### config.mk
export PLATFORM = sky130hd
export DESIGN_NAME = bcd_stopwatch_flat
export DESIGN_NICKNAME = d
export VERILOG_FILES = /design/src/rtl/bcd_stopwatch_if.sv /design/src/rtl/bcd_stopwatch.sv /design/src/flat_wrapper.sv
export SDC_FILE = /design/constraint.sdc
export NUM_CORES = 1
export LEC_CHECK = 0
export CAP_MARGIN = 20
export CORE_MARGIN = 5
export CORE_UTILIZATION = 50
export CTS_CLUSTER_SIZE = 14
export DETAILED_ROUTE_END_ITERATION = 6
export PLACE_DENSITY_LB_ADDON = 0.08
export SLEW_MARGIN = 20
export SYNTH_ARGS = -nofsm -noshare
export SYNTH_HDL_FRONTEND = slang
export SYNTH_SLANG_ARGS = --single-unit
### constraint.sdc
create_clock -name clk -period 3.7 [get_ports clk]
set_input_delay 0.74 -clock clk [delete_from_list [all_inputs] [get_ports clk]]
set_output_delay 0.74 -clock clk [all_outputs]
set_load 0.005 [all_outputs]
### src/rtl/bcd_stopwatch_if.sv
// Signal bundle between the stopwatch and its board-side environment:
// keys, mode and load value in; display value and status flags out.
interface bcd_stopwatch_if #(
  parameter int unsigned DIGITS = 4
);
  logic                  KEY0;
  logic                  KEY1;
  logic                  mode;
  logic [4*DIGITS-1:0]   load_val;
  logic [4*DIGITS-1:0]   disp_bcd;
  logic                  running;
  logic                  lap_hold;
  logic                  done;
  logic                  wrap;

  modport master (
    output KEY0, KEY1, mode, load_val,
    input  disp_bcd, running, lap_hold, done, wrap
  );

  modport slave (
    input  KEY0, KEY1, mode, load_val,
    output disp_bcd, running, lap_hold, done, wrap
  );
endinterface

### src/rtl/bcd_stopwatch.sv
// BCD stopwatch / countdown timer: key debounce, tick prescaler, up/down
// BCD counter with pause, lap freeze and countdown expiry.
module bcd_stopwatch #(
  parameter int unsigned CLK_FREQ        = 50_000_000,
  parameter int unsigned TICK_HZ         = 100,
  parameter int unsigned DIGITS          = 4,
  parameter int unsigned DEBOUNCE_CYCLES = 500_000
) (
  input logic            clk,
  input logic            rst,
  bcd_stopwatch_if.slave bus
);

  localparam int unsigned DIV = CLK_FREQ / TICK_HZ;
  localparam int unsigned PW  = $clog2(DIV);
  localparam int unsigned DW  = $clog2(DEBOUNCE_CYCLES + 1);
  localparam int unsigned W   = 4 * DIGITS;

  localparam logic [PW-1:0] PRESC_LAST = PW'(DIV - 1);
  localparam logic [DW-1:0] DB_LAST    = DW'(DEBOUNCE_CYCLES - 1);

  typedef enum logic [1:0] {IDLE, RUN, PAUSE, DONE} state_t;

  // Key path, index 0 = KEY0 (start/pause), index 1 = KEY1 (clear/lap)
  logic [1:0]         meta;
  logic [1:0]         sync;
  logic [1:0]         raw;
  logic [1:0]         level;
  logic [1:0]         level_q;
  logic [1:0][DW-1:0] dbc;
  logic               p0;
  logic               p1;

  assign raw = ~sync;
  assign p0  = level[0] & ~level_q[0];
  assign p1  = level[1] & ~level_q[1];

  always_ff @(posedge clk) begin
    if (rst) begin
      meta    <= '1;
      sync    <= '1;
      level   <= '0;
      level_q <= '0;
      dbc     <= '0;
    end else begin
      meta    <= {bus.KEY1, bus.KEY0};
      sync    <= meta;
      level_q <= level;
      for (int unsigned k = 0; k < 2; k++) begin
        if (raw[k] == level[k]) begin
          dbc[k] <= '0;
        end else if (dbc[k] == DB_LAST) begin
          level[k] <= raw[k];
          dbc[k]   <= '0;
        end else begin
          dbc[k] <= dbc[k] + 1'b1;
        end
      end
    end
  end

  function automatic logic [W:0] bcd_inc(input logic [W-1:0] v);
    logic [W-1:0] r;
    logic         c;
    r = v;
    c = 1'b1;
    for (int unsigned i = 0; i < DIGITS; i++) begin
      if (c) begin
        if (r[4*i +: 4] == 4'd9) begin
          r[4*i +: 4] = 4'd0;
        end else begin
          r[4*i +: 4] = r[4*i +: 4] + 4'd1;
          c = 1'b0;
        end
      end
    end
    return {c, r};
  endfunction

  function automatic logic [W-1:0] bcd_dec(input logic [W-1:0] v);
    logic [W-1:0] r;
    logic         b;
    r = v;
    b = 1'b1;
    for (int unsigned i = 0; i < DIGITS; i++) begin
      if (b) begin
        if (r[4*i +: 4] == 4'd0) begin
          r[4*i +: 4] = 4'd9;
        end else begin
          r[4*i +: 4] = r[4*i +: 4] - 4'd1;
          b = 1'b0;
        end
      end
    end
    return r;
  endfunction

  state_t        state_q, state_d;
  logic [W-1:0]  cnt_q, cnt_d;
  logic [W-1:0]  lap_reg_q, lap_reg_d;
  logic          lap_hold_q, lap_hold_d;
  logic          dir_q, dir_d;
  logic          wrap_q, wrap_d;
  logic [PW-1:0] presc_q, presc_d;
  logic [W-1:0]  inc_val;
  logic          inc_carry;
  logic [W-1:0]  dec_val;
  logic          tick;

  assign {inc_carry, inc_val} = bcd_inc(cnt_q);
  assign dec_val              = bcd_dec(cnt_q);
  assign tick                 = (state_q == RUN) && (presc_q == PRESC_LAST);

  always_ff @(posedge clk) begin
    if (rst) begin
      state_q    <= IDLE;
      cnt_q      <= '0;
      lap_reg_q  <= '0;
      lap_hold_q <= 1'b0;
      dir_q      <= 1'b0;
      wrap_q     <= 1'b0;
      presc_q    <= '0;
    end else begin
      state_q    <= state_d;
      cnt_q      <= cnt_d;
      lap_reg_q  <= lap_reg_d;
      lap_hold_q <= lap_hold_d;
      dir_q      <= dir_d;
      wrap_q     <= wrap_d;
      presc_q    <= presc_d;
    end
  end

  always_comb begin
    state_d    = state_q;
    cnt_d      = cnt_q;
    lap_reg_d  = lap_reg_q;
    lap_hold_d = lap_hold_q;
    dir_d      = dir_q;
    wrap_d     = 1'b0;
    presc_d    = presc_q;
    unique case (state_q)
      IDLE: begin
        if (p0) begin
          if (bus.mode && (cnt_q == '0)) begin
            state_d = DONE;
          end else begin
            state_d = RUN;
            dir_d   = bus.mode;
            presc_d = '0;
          end
        end else if (p1) begin
          cnt_d      = bus.mode ? bus.load_val : '0;
          lap_hold_d = 1'b0;
        end
      end
      RUN: begin
        presc_d = tick ? '0 : presc_q + 1'b1;
        // Expiry on a tick takes priority and swallows any key event.
        if (tick && dir_q && (dec_val == '0)) begin
          cnt_d   = dec_val;
          state_d = DONE;
        end else begin
          if (tick) begin
            if (dir_q) begin
              cnt_d = dec_val;
            end else begin
              cnt_d  = inc_val;
              wrap_d = inc_carry;
            end
          end
          if (p0) begin
            state_d = PAUSE;
          end else if (p1) begin
            lap_hold_d = ~lap_hold_q;
            if (!lap_hold_q) lap_reg_d = cnt_q;
          end
        end
      end
      PAUSE: begin
        if (p0) begin
          state_d = RUN;
        end else if (p1) begin
          state_d    = IDLE;
          cnt_d      = dir_q ? bus.load_val : '0;
          lap_hold_d = 1'b0;
        end
      end
      DONE: begin
        cnt_d = '0;
        if (p0 || p1) begin
          state_d = IDLE;
          cnt_d   = bus.load_val;
        end
      end
      default: state_d = IDLE;
    endcase
  end

  assign bus.disp_bcd = lap_hold_q ? lap_reg_q : cnt_q;
  assign bus.running  = (state_q == RUN);
  assign bus.lap_hold = lap_hold_q;
  assign bus.done     = (state_q == DONE);
  assign bus.wrap     = wrap_q;

endmodule
### src/flat_wrapper.sv
// flat-port wrapper written by rule: the top's interface ports become plain ports
module bcd_stopwatch_flat 
#(
  parameter int unsigned CLK_FREQ        = 50_000_000,
  parameter int unsigned TICK_HZ         = 100,
  parameter int unsigned DIGITS          = 4,
  parameter int unsigned DEBOUNCE_CYCLES = 500_000
)
  (clk, rst, bus_KEY0, bus_KEY1, bus_mode, bus_load_val, bus_disp_bcd, bus_running, bus_lap_hold, bus_done, bus_wrap);
  bcd_stopwatch_if #(.DIGITS(DIGITS)) bus_i ();
  input logic clk;
  input logic rst;
  input wire logic [$bits(bus_i.KEY0)-1:0] bus_KEY0;
  input wire logic [$bits(bus_i.KEY1)-1:0] bus_KEY1;
  input wire logic [$bits(bus_i.mode)-1:0] bus_mode;
  input wire logic [$bits(bus_i.load_val)-1:0] bus_load_val;
  output wire logic [$bits(bus_i.disp_bcd)-1:0] bus_disp_bcd;
  output wire logic [$bits(bus_i.running)-1:0] bus_running;
  output wire logic [$bits(bus_i.lap_hold)-1:0] bus_lap_hold;
  output wire logic [$bits(bus_i.done)-1:0] bus_done;
  output wire logic [$bits(bus_i.wrap)-1:0] bus_wrap;
  assign bus_i.KEY0 = bus_KEY0;
  assign bus_i.KEY1 = bus_KEY1;
  assign bus_i.mode = bus_mode;
  assign bus_i.load_val = bus_load_val;
  assign bus_disp_bcd = bus_i.disp_bcd;
  assign bus_running = bus_i.running;
  assign bus_lap_hold = bus_i.lap_hold;
  assign bus_done = bus_i.done;
  assign bus_wrap = bus_i.wrap;
  bcd_stopwatch #(.CLK_FREQ(CLK_FREQ), .TICK_HZ(TICK_HZ), .DIGITS(DIGITS), .DEBOUNCE_CYCLES(DEBOUNCE_CYCLES)) u_core (.clk(clk), .rst(rst), .bus(bus_i));
endmodule
==> out/results.md, run 1 <==
| Parameter | Reported |
|:---|:---|
| Crit start category | flop |
| Clock root buffer | sky130_fd_sc_hd__clkbuf_16 |
| Fin Hold WS | 0.424 ns |
| Area of combinational cells with multiple inputs | 0.00334 sq mm |
| Overall via count from detail_route | 5005 |
| Hold Path Sink | u_core.sync[1] |
| Number of buffers created by CTS | 9 |
| Most common cell after layout, fill and taps aside | sky130_fd_sc_hd__nor2_1 |
| Remaining global-route overflow | 0 |
| Max-cap violations | 0 |
| Effective utilization at floorplan | 51.6% |
| Reported net switching power | 0.474 mW |
| Proportion of power drawn by flip-flops and latches | 53.3% |
| Number of vias per cell after detailed routing | 5.88 |
| Number of global-route vias before repair | 4712 |
| Overall Global Routing Usage | 21.1% |
| # fillers | 1034 |
| Number of distinct library cell variants in the gate-level netlist after synthesis | 75 |
| Setup repair after global routing missed its margin | no |
| Clk slew on worst S/H paths | 0.07 ns |
| Power density relative to cell area | 325 mW/mm^2 |
| Drt first-iter violations | 356 |
| Max VDD drop | 0.333 mV |
| Start-to-end type of the worst setup path | reg -> out |
| Drt first pass iters | 5 |
| Slew HR | 34.6% |
| Total core area | 0.0109 sq mm |
| H-tree levels | 3 |
| Max-slew violation count | 0 |
| Beginning of the worst hold path | u_core.meta[1] |
| Final GP Congestion | 0.862 |
| Die footprint | 0.0135 sq mm |
| Setup-failing EPs final | 0 |
| Remaining routing DRC violations | 0 |
| Setup TNS Final | 0 ns |
| Final HPWL DP | 9.57 mm |
| CP arrival | 2.23 ns |
| Count of flip-flops with a built-in enable after synthesis | 0 |
| Number of top-level design ports | 41 |
| Die Span X | 116 um |
| Setup slack of the most critical reg-to-reg path | 0.89 ns |
| Ys async rst share | 0% |
| Shortest clock period the worst path allows after layout | 2.97 ns |
| Clock group share of total power | 44.0% |
| Type of destination of the critical path | output port |
| Fraction of layout instances using a drive strength above 1 | 9.42% |
| Sinks on the clock net | 102 |
| Die outline height | 116 um |
| Overall routed net length | 13.5 mm |
| Capture point of the worst reg-to-reg path | u_core.presc_q[7] |
| Run status | finished, final reports clean |
| Worst reg2reg startpoint | u_core.cnt_q[1] |
| Depth of the most critical reg-to-reg path | 8 |
| Final Cycle Share | 80.3% |
| WL per Instance | 15.9 um |
| FF+latch count, synth | 102 |
| Post-CTS setup-driven buffer insertion count | 0 |
| Count of antenna-violating nets left after detailed routing | 0 |
| Hold Path Cell Cnt | 1 |
| Sequential fraction of the synthesis area | 36.2% |
| Synth Instances | 690 |
| Antenna violations before repair | 0 |
| Comb power frac | 2.7% |
| Post-synth design cell area | 0.00565 sq mm |
| Most instantiated flip-flop cell in the synthesis netlist | sky130_fd_sc_hd__dfxtp_1 |
| F_max | 336 MHz |
| Final setup skew | 0.00958 ns |
| Area occupied by registers | 0.00204 sq mm |
| Cell Int Power | 1.59 mW |
| Row cnt | 38 |
| Clk Latency, worst-skew pair | 0.36 ns |
| Crit-path max FO | 29 |
| Max clock buf depth | 2 |
| Largest net degree at the start of global routing | 42 |
| Total number of yosys warnings | 0 |
| Utilization after layout | 58.1% |
| Per-instance average area after synthesis | 8.18 sq um |
| First-pass GRT wire length | 22.8 mm |
| Count of antenna diodes in the layout | 0 |
| Worst EP required | 2.96 ns |
| Hold Crit Class | reg -> reg |
| Commonest non-fill, non-tap cells in the layout | sky130_fd_sc_hd__nor2_1 (110), sky130_fd_sc_hd__dfxtp_1 (102), sky130_fd_sc_hd__nand2_1 (51) |
| Number of buffers inserted for hold repair after clock tree synthesis | 0 |
| Post-Synthesis Net Count | 718 |
| Least-Margin Pin Slew | 0.980 ns |
| Fraction of power spent switching nets | 22.9% |
| Resize count post-CTS | 0 |
| Clock tree from TritonCTS | built |
| Port buffer count | 40 |
| Static leakage | 2.14 nW |
| Post-layout nets | 734 |
| Number of endpoints with negative hold slack in the final report | 0 |
| Area delta synth->final | 12.6% |
==> cell usage after synthesis, types with 9 or more instances <==
cell                       count  area share, %
sky130_fd_sc_hd__nor3_1       36            3.2
sky130_fd_sc_hd__nand2_1      51            3.4
sky130_fd_sc_hd__xor2_1       30            4.7
sky130_fd_sc_hd__clkbuf_1     31            2.1
sky130_fd_sc_hd__a21oi_1      18            1.6
sky130_fd_sc_hd__nand4_1      15            1.7
sky130_fd_sc_hd__a211oi_1     13            1.7
sky130_fd_sc_hd__nand2b_1      9            1.0
sky130_fd_sc_hd__inv_1        18            1.2
sky130_fd_sc_hd__dfxtp_1     102             36
sky130_fd_sc_hd__xnor2_1      22            3.4
sky130_fd_sc_hd__nor3_2       11            2.0
sky130_fd_sc_hd__nor2_1      110            7.3
sky130_fd_sc_hd__nand3_1      29            2.6
sky130_fd_sc_hd__mux2i_1       9            1.6
sky130_fd_sc_hd__o21ai_0      22            2.0
sky130_fd_sc_hd__and3_1        9            1.0
==> worst max path at each step <==
| stage | endpoint | start |
|---|---|---|
| finish | bus_disp_bcd[9] | u_core.bus.lap_hold |
| global route | bus_disp_bcd[10] | u_core.bus.lap_hold |
| CTS | bus_disp_bcd[9] | u_core.bus.lap_hold |
| detailed placement | u_core.presc_q[7] | u_core.cnt_q[0] |
| global placement | u_core.presc_q[7] | u_core.cnt_q[0] |
| floorplan | u_core.presc_q[7] | u_core.cnt_q[0] |
==> cell type report <==
cell class,count,area share (%)
Multi-Input combinational cell,528,52.6
Sequential cell,102,32.1
Timing Repair Buffer,47,7.04
Clock buffer,10,3.60
Tap cell,140,2.75
Inverter,18,1.06
Clock inverter,6,0.826
==> power groups by stage <==
stage / clock (mW) / sequential [mW] / combinational [mW]
global route: 0.996 / 1.10 / 0.0604
detailed placement: 0 / 1.13 / 0.0560
finish: 0.910 / 1.10 / 0.0561
CTS: 0.940 / 1.10 / 0.0562
global placement: 0 / 1.13 / 0.0552
floorplan: 0 / 1.13 / 0.0264
==> metal layers <==
metal	track usage [%]	vias to the layer above	share of wire (%)
li1	-	2495	-
met3	5.49	18	5.8
met5	0	-	0
met1	27.7	2353	46
met4	6.57	0	1.9
met2	34.1	139	47
==> worst max-delay path, cell delays in order, from the launching register on <==
cell and delay [ns]:
sky130_fd_sc_hd__dfxtp_1 0.96, sky130_fd_sc_hd__mux2_2 0.43, sky130_fd_sc_hd__clkdlybuf4s50_1 0.48
==> logic make-up after synthesis <==
kind of cell | after synthesis | synth area share [%]
and+or+nand+nor | 331 | 31.1
DFF | 102 | 36.2
xor gates and xnor gates | 52 | 8.07
muxes | 17 | 3.39
buffers and inverters | 60 | 4.61
adders and majority gates | 7 | 1.55
AOI/OAI and AO/OA | 121 | 15.1
==> state kept, by name, indices dropped and copies added (netlist names) <==
name and count:
u_core.bus.wrap 1, u_core.dbc 38, u_core.lap_reg_q 16, u_core.cnt_q 16
u_core.presc_q 19, u_core.state_q 2, u_core.level 2, u_core.meta 2
u_core.sync 2, u_core.level_q 2, u_core.bus.lap_hold 1, u_core.dir_q 1
==> metrics by stage <==
| step | setup slack (ns) | power [mW] | instance area, sq um | instances |
|---|---|---|---|---|
| after floorplan | 1.29 | 1.15 | 5650 | 690 |
| after global placement | 1.00 | 1.18 | 6080 | 835 |
| after detailed placement | 0.929 | 1.18 | 6080 | 835 |
| after CTS | 0.705 | 2.10 | 6360 | 851 |
| after global routing | 0.548 | 2.16 | 6360 | 851 |
| final | 0.728 | 2.07 | 6360 | 851 |
Power figures use the tool's default switching activity.
==> run 2: changes to the inputs <==
==> constraint.sdc (replaced) <==
create_clock -name clk -period 2.48 [get_ports clk]
set_input_delay 0.496 -clock clk [delete_from_list [all_inputs] [get_ports clk]]
set_output_delay 0.496 -clock clk [all_outputs]
set_load 0.005 [all_outputs]
==> out/results.md, run 2 (synthesized netlist as in run 1, its figures left out) <==
| Parameter | Reported |
|:---|:---|
| Run status | finished, final reports clean |
| Area delta synth->final | 16.9% |
| Worst EP required | 1.98 ns |
| Number of vias per cell after detailed routing | 5.81 |
| Effective utilization at floorplan | 51.6% |
| Buf/Inv on CP | 2 |
| Number of buffers inserted for hold repair after clock tree synthesis | 0 |
| Max-cap violations | 0 |
| H-tree levels | 3 |
| Die outline height | 116 um |
| Biggest registers after layout | u_core.dbc x38, u_core.presc_q x19 |
| Flip-flop count of the largest register, all copies and words added | 38 |
| F_max | 423 MHz |
| Hold Crit Class | reg -> reg |
| Final HPWL DP | 10.1 mm |
| Final Cycle Share | 95.3% |
| Clk Latency, worst-skew pair | 0.35 ns |
| Final setup skew | 0.00942 ns |
| Worst Setup Slack post-DPL | 0.128 ns |
| Number of buffers created by CTS | 9 |
| Count of antenna diodes in the layout | 0 |
| Commonest non-fill, non-tap cells in the layout | sky130_fd_sc_hd__nor2_1 (110), sky130_fd_sc_hd__dfxtp_1 (101), sky130_fd_sc_hd__nand2_1 (51) |
| Fraction of layout instances using a drive strength above 1 | 13.6% |
| Drt first pass iters | 5 |
| Most common cell after layout, fill and taps aside | sky130_fd_sc_hd__nor2_1 |
| Slowest stage cell, crit path | sky130_fd_sc_hd__clkdlybuf4s50_1 |
| Setup-failing EPs final | 0 |
| Post-layout nets | 764 |
| Cells traversed along the worst timing path | nand2b_1 -> inv_1 -> clkdlybuf4s50_1 |
| Max clock buf depth | 2 |
| Overall routed net length | 13.9 mm |
| Delay contributed by the slowest stage of the critical path | 0.59 ns |
| Setup slack of the most critical reg-to-reg path | 0.12 ns |
| Antenna violations before repair | 0 |
| Total core area | 0.0109 sq mm |
| Count of antenna-violating nets left after detailed routing | 0 |
| Sinks on the clock net | 102 |
| Static leakage | 2.30 nW |
| Number of global-route vias before repair | 4859 |
| Type of destination of the critical path | output port |
| WL per Instance | 15.8 um |
| Shortest clock period the worst path allows after layout | 2.36 ns |
| Largest net degree at the start of global routing | 30 |
| Start-to-end type of the worst setup path | reg -> out |
| Crit-path leading delay family | buffers and inverters |
| First-pass GRT wire length | 23.2 mm |
| Least-Margin Pin Slew | 0.587 ns |
| Clock root buffer | sky130_fd_sc_hd__clkbuf_16 |
| Crit start category | flop |
| Final GP Congestion | 0.886 |
| Port buffer count | 40 |
| Power density relative to cell area | 464 mW/mm^2 |
| Utilization after layout | 60.4% |
| Row cnt | 38 |
| Remaining routing DRC violations | 0 |
| Max VDD drop | 0.700 mV |
| # fillers | 992 |
| Min setup slack post-route | 0.116 ns |
| Clock tree from TritonCTS | built |
| Slew HR | 60.9% |
| Clk slew on worst S/H paths | 0.07 ns |
| Crit-path max FO | 10 |
| Top reg by flops | u_core.dbc |
| CP arrival | 1.87 ns |
| Overall via count from detail_route | 5113 |
| Overall Global Routing Usage | 21.2% |
| Remaining global-route overflow | 0 |
| Die Span X | 116 um |
| Max-slew violation count | 0 |
| Number of top-level design ports | 41 |
| Die footprint | 0.0135 sq mm |
| Number of endpoints with negative hold slack in the final report | 0 |
| Drt first-iter violations | 436 |
run 2: layout make-up:
class	instances	area, sq um	area share, %
Inverter	18	67.6	1.02
Tap cell	140	175	2.65
Sequential cell	102	2040	30.9
Timing Repair Buffer	77	677	10.3
Multi-Input combinational cell	528	3370	51.0
Clock inverter	4	31.3	0.474
Clock buffer	11	243	3.68
run 2: path summary, 6_finish.rpt:
kind	startpoint	endpoint	cells after the start
max reg2reg	u_core.presc_q[13]	u_core.cnt_q[6]	6
max	u_core.state_q[1]	bus_running	3
min reg2reg	u_core.meta[1]	u_core.sync[1]	1
min	u_core.meta[1]	u_core.sync[1]	1
run 2: report_power, final:
| group | leakage [nW] | internal (mW) | switching [mW] | total (mW) |
|---|---|---|---|---|
| clock network | 0.136 | 0.709 | 0.623 | 1.33 |
| logic | 1.34 | 0.0431 | 0.0448 | 0.0879 |
| registers | 0.823 | 1.64 | 0.00241 | 1.64 |
| total | 2.30 | 2.39 | 0.671 | 3.06 |
run 2: per-layer routing:
layer / share of wire [%] / wire [um] / global-route usage, %
met1: 46 / 6450 / 27.9
met2: 46 / 6390 / 33.9
met3: 5.6 / 786 / 5.60
met4: 2.2 / 307 / 6.96
met5: 0 / 0 / 0
run 2: metrics by stage:
stage               cells  hold WS (ns)  power [mW]  setup TNS (ns)  cell area, sq um
floorplan             690         0.389        1.72               0              5650
global placement      864         0.400        1.77               0              6290
detailed placement    864         0.405        1.77               0              6290
CTS                   879         0.416        3.09               0              6570
global route          880         0.423        3.19         -0.0660              6600
finish                880         0.413        3.06               0              6600
run 2: timing repair:
action | 4_1_cts | 5_1_grt
setup endpoints to repair | 0 | 22
gates resized for setup | 0 | 7
setup buffers | 0 | 1
run 2: worst register-to-register path, cell delays in order, from the launching register on:
cell and delay (ns):
sky130_fd_sc_hd__dfxtp_1 0.36, sky130_fd_sc_hd__or4bb_1 0.57, sky130_fd_sc_hd__or4_4 0.52, sky130_fd_sc_hd__a211oi_2 0.23, sky130_fd_sc_hd__o22ai_2 0.21, sky130_fd_sc_hd__a221oi_1 0.26
sky130_fd_sc_hd__a211oi_1 0.08
==> run 3: changes to the inputs <==
--- a/config.mk
+++ b/config.mk
@@ -10,7 +10,8 @@
 export CORE_UTILIZATION = 50
 export CTS_CLUSTER_SIZE = 14
 export DETAILED_ROUTE_END_ITERATION = 6
-export PLACE_DENSITY_LB_ADDON = 0.08
+export GPL_TIMING_DRIVEN = 0
+export PLACE_DENSITY = 0.72
 export SLEW_MARGIN = 20
 export SYNTH_ARGS = -nofsm -noshare
 export SYNTH_HDL_FRONTEND = slang
==> out/results.md, run 3 (synthesized netlist as in run 1, its figures left out) <==
| Parameter | Reported |
|:---|:---|
| Run status | finished, final reports clean |
| CP arrival | 2.66 ns |
| Start-to-end type of the worst setup path | reg -> reg |
| Max clock buf depth | 2 |
| Fraction of layout instances using a drive strength above 1 | 14.6% |
| Slowest stage cell, crit path | sky130_fd_sc_hd__or4_4 |
| Crit start category | flop |
| Row cnt | 38 |
| Number of cells in the design after placement | 870 |
| Reported net switching power | 0.677 mW |
| Type of destination of the critical path | flop |
| Top reg by flops | u_core.dbc |
| Post-route non-filler standard cell count | 887 |
| Post-layout nets | 770 |
| Power density relative to cell area | 486 mW/mm^2 |
| Remaining global-route overflow | 0 |
| Final GP Congestion | 0.926 |
| Worst EP required | 2.68 ns |
| Number of buffers inserted for hold repair after clock tree synthesis | 0 |
| Die outline height | 116 um |
| Max-cap violations | 0 |
| H-tree levels | 3 |
| Clock root buffer | sky130_fd_sc_hd__clkbuf_16 |
| Cells traversed along the worst timing path | buf_6 -> or4b_4 -> or4_4 -> a211oi_2 -> o22ai_2 -> a221oi_1 -> a211oi_1 |
| Least-Margin Pin Slew | 0.713 ns |
| Slew HR | 52.5% |
| Overall Global Routing Usage | 22.3% |
| First-pass GRT wire length | 24.2 mm |
| Die footprint | 0.0135 sq mm |
| Clock group share of total power | 47.1% |
| Commonest non-fill, non-tap cells in the layout | sky130_fd_sc_hd__nor2_1 (110), sky130_fd_sc_hd__dfxtp_1 (95), sky130_fd_sc_hd__nand2_1 (51) |
| Beginning of the worst hold path | u_core.meta[1] |
| Capture point of the worst reg-to-reg path | u_core.cnt_q[4] |
| Die Span X | 116 um |
| Count of antenna-violating nets left after detailed routing | 0 |
| WL per Instance | 16.8 um |
| Worst reg2reg startpoint | u_core.presc_q[7] |
| Number of vias per cell after detailed routing | 5.99 |
| Crit-path max FO | 9 |
| Hold Path Cell Cnt | 1 |
| Final HPWL DP | 10.7 mm |
| Fraction of power spent switching nets | 20.7% |
| Final setup skew | 0.00756 ns |
| F_max | 407 MHz |
| Max-slew violation count | 0 |
| Final Cycle Share | 99.0% |
| Sinks on the clock net | 102 |
| Overall routed net length | 14.9 mm |
| Setup repair after global routing missed its margin | yes |
| Shortest clock period the worst path allows after layout | 2.46 ns |
| Area delta synth->final | 19.3% |
| Number of endpoints with negative hold slack in the final report | 0 |
| PnR Total Power | 3.28 mW |
| Remaining routing DRC violations | 0 |
| Number of top-level design ports | 41 |
| Delay contributed by the slowest stage of the critical path | 0.57 ns |
| Total core area | 0.0109 sq mm |
| Drt first-iter violations | 498 |
| Count of antenna diodes in the layout | 0 |
| Comb power frac | 2.8% |
| Clk slew on worst S/H paths | 0.07 ns |
| Clock tree from TritonCTS | built |
| Largest net degree at the start of global routing | 17 |
| Clk Latency, worst-skew pair | 0.35 ns |
| Hold Path Sink | u_core.sync[1] |
| Cell Int Power | 2.60 mW |
| Depth of the most critical reg-to-reg path | 7 |
| Biggest registers after layout | u_core.dbc x38, u_core.presc_q x19 |
| Overall via count from detail_route | 5313 |
| Static leakage | 2.32 nW |
| Most common cell after layout, fill and taps aside | sky130_fd_sc_hd__nor2_1 |
| Max VDD drop | 0.582 mV |
| Setup-failing EPs final | 0 |
| Number of global-route vias before repair | 5072 |
| Number of buffers created by CTS | 9 |
| Port buffer count | 40 |
| Flip-flop count of the largest register, all copies and words added | 38 |
| Proportion of power drawn by flip-flops and latches | 50.1% |
| Drt first pass iters | 5 |
| Effective utilization at floorplan | 51.6% |
| Antenna violations before repair | 0 |
| Hold Crit Class | reg -> reg |
| Setup slack of the most critical reg-to-reg path | 0.02 ns |
-- run 3: changes by cell type in the layout (fill, tap and decap cells not counted), sizes merged --
cell | previous run | this run
buf | 38 | 20
clkbuf | 11 | 34
bufinv | 0 | 2
clkdlybuf4s50 | 39 | 40
clkinv | 3 | 2
-- run 3: worst max-delay path: cells and delay by family (launching register included) --
kind	cells	cell delay, ns
and+or+nand+nor	2	1.07
AOI/OAI and AO/OA	4	0.80
DFF	1	0.31
buffers and inverters	1	0.13
-- run 3: power by group through the flow --
stage	logic [mW]	registers (mW)	clock network, mW
global route	0.0991	1.64	1.64
global placement	0.0907	1.68	0
CTS	0.0927	1.64	1.57
finish	0.0926	1.64	1.54
floorplan	0.0394	1.68	0
detailed placement	0.0921	1.68	0
-- run 3: worst max path at each step --
stage	from	to	slack, ns	depth (start not counted)
CTS	u_core.cnt_q[8]	bus_disp_bcd[8]	0.01	3
detailed placement	u_core.cnt_q[0]	u_core.lap_reg_q[6]	-0.41	9
floorplan	u_core.cnt_q[0]	u_core.presc_q[7]	0.07	8
global route	u_core.presc_q[7]	u_core.cnt_q[4]	-0.04	7
finish	u_core.presc_q[7]	u_core.cnt_q[4]	0.02	7
global placement	u_core.cnt_q[0]	u_core.lap_reg_q[1]	-0.36	9
-- run 3: repair_timing --
item                       4_1_cts  5_1_grt
setup endpoints to repair       57       63
gates cloned                     0        0
pin swaps                        1        4
resized for setup               22       39
buffers inserted                 1        8
-- run 3: per-layer routing --
layer  wire, um  GRT usage (%)  vias up
met3        797           3.78       29
li1           -              -     2572
met1       6650           29.0     2522
met2       7190           37.5      190
met5          0              0        -
met4        294           7.66        0
-- run 3: area by class of cell --
type | instances | area [sq um]
clock buffer | 11 | 243
timing repair buffer | 49 | 468
sequential | 102 | 2050
fill | 967 | 4200
inverter | 18 | 72.6
tap | 140 | 175
buffer | 34 | 193
clock inverter | 5 | 81.3
multi-input combinational | 528 | 3450
-- run 3: per-stage QoR --
stage / hold WS [ns] / TNS (ns) / instance area, sq um / setup slack, ns / util (%)
floorplan: 0.389 / 0 / 5650 / 0.0740 / -
global placement: 0.393 / -9.80 / 6220 / -0.357 / 56.9
detailed placement: 0.394 / -11.23 / 6220 / -0.407 / 56.9
global route: 0.445 / -0.0885 / 6740 / -0.0398 / 61.6
CTS: 0.411 / 0 / 6610 / 0.0125 / 60.4
finish: 0.409 / 0 / 6740 / 0.0238 / 61.6
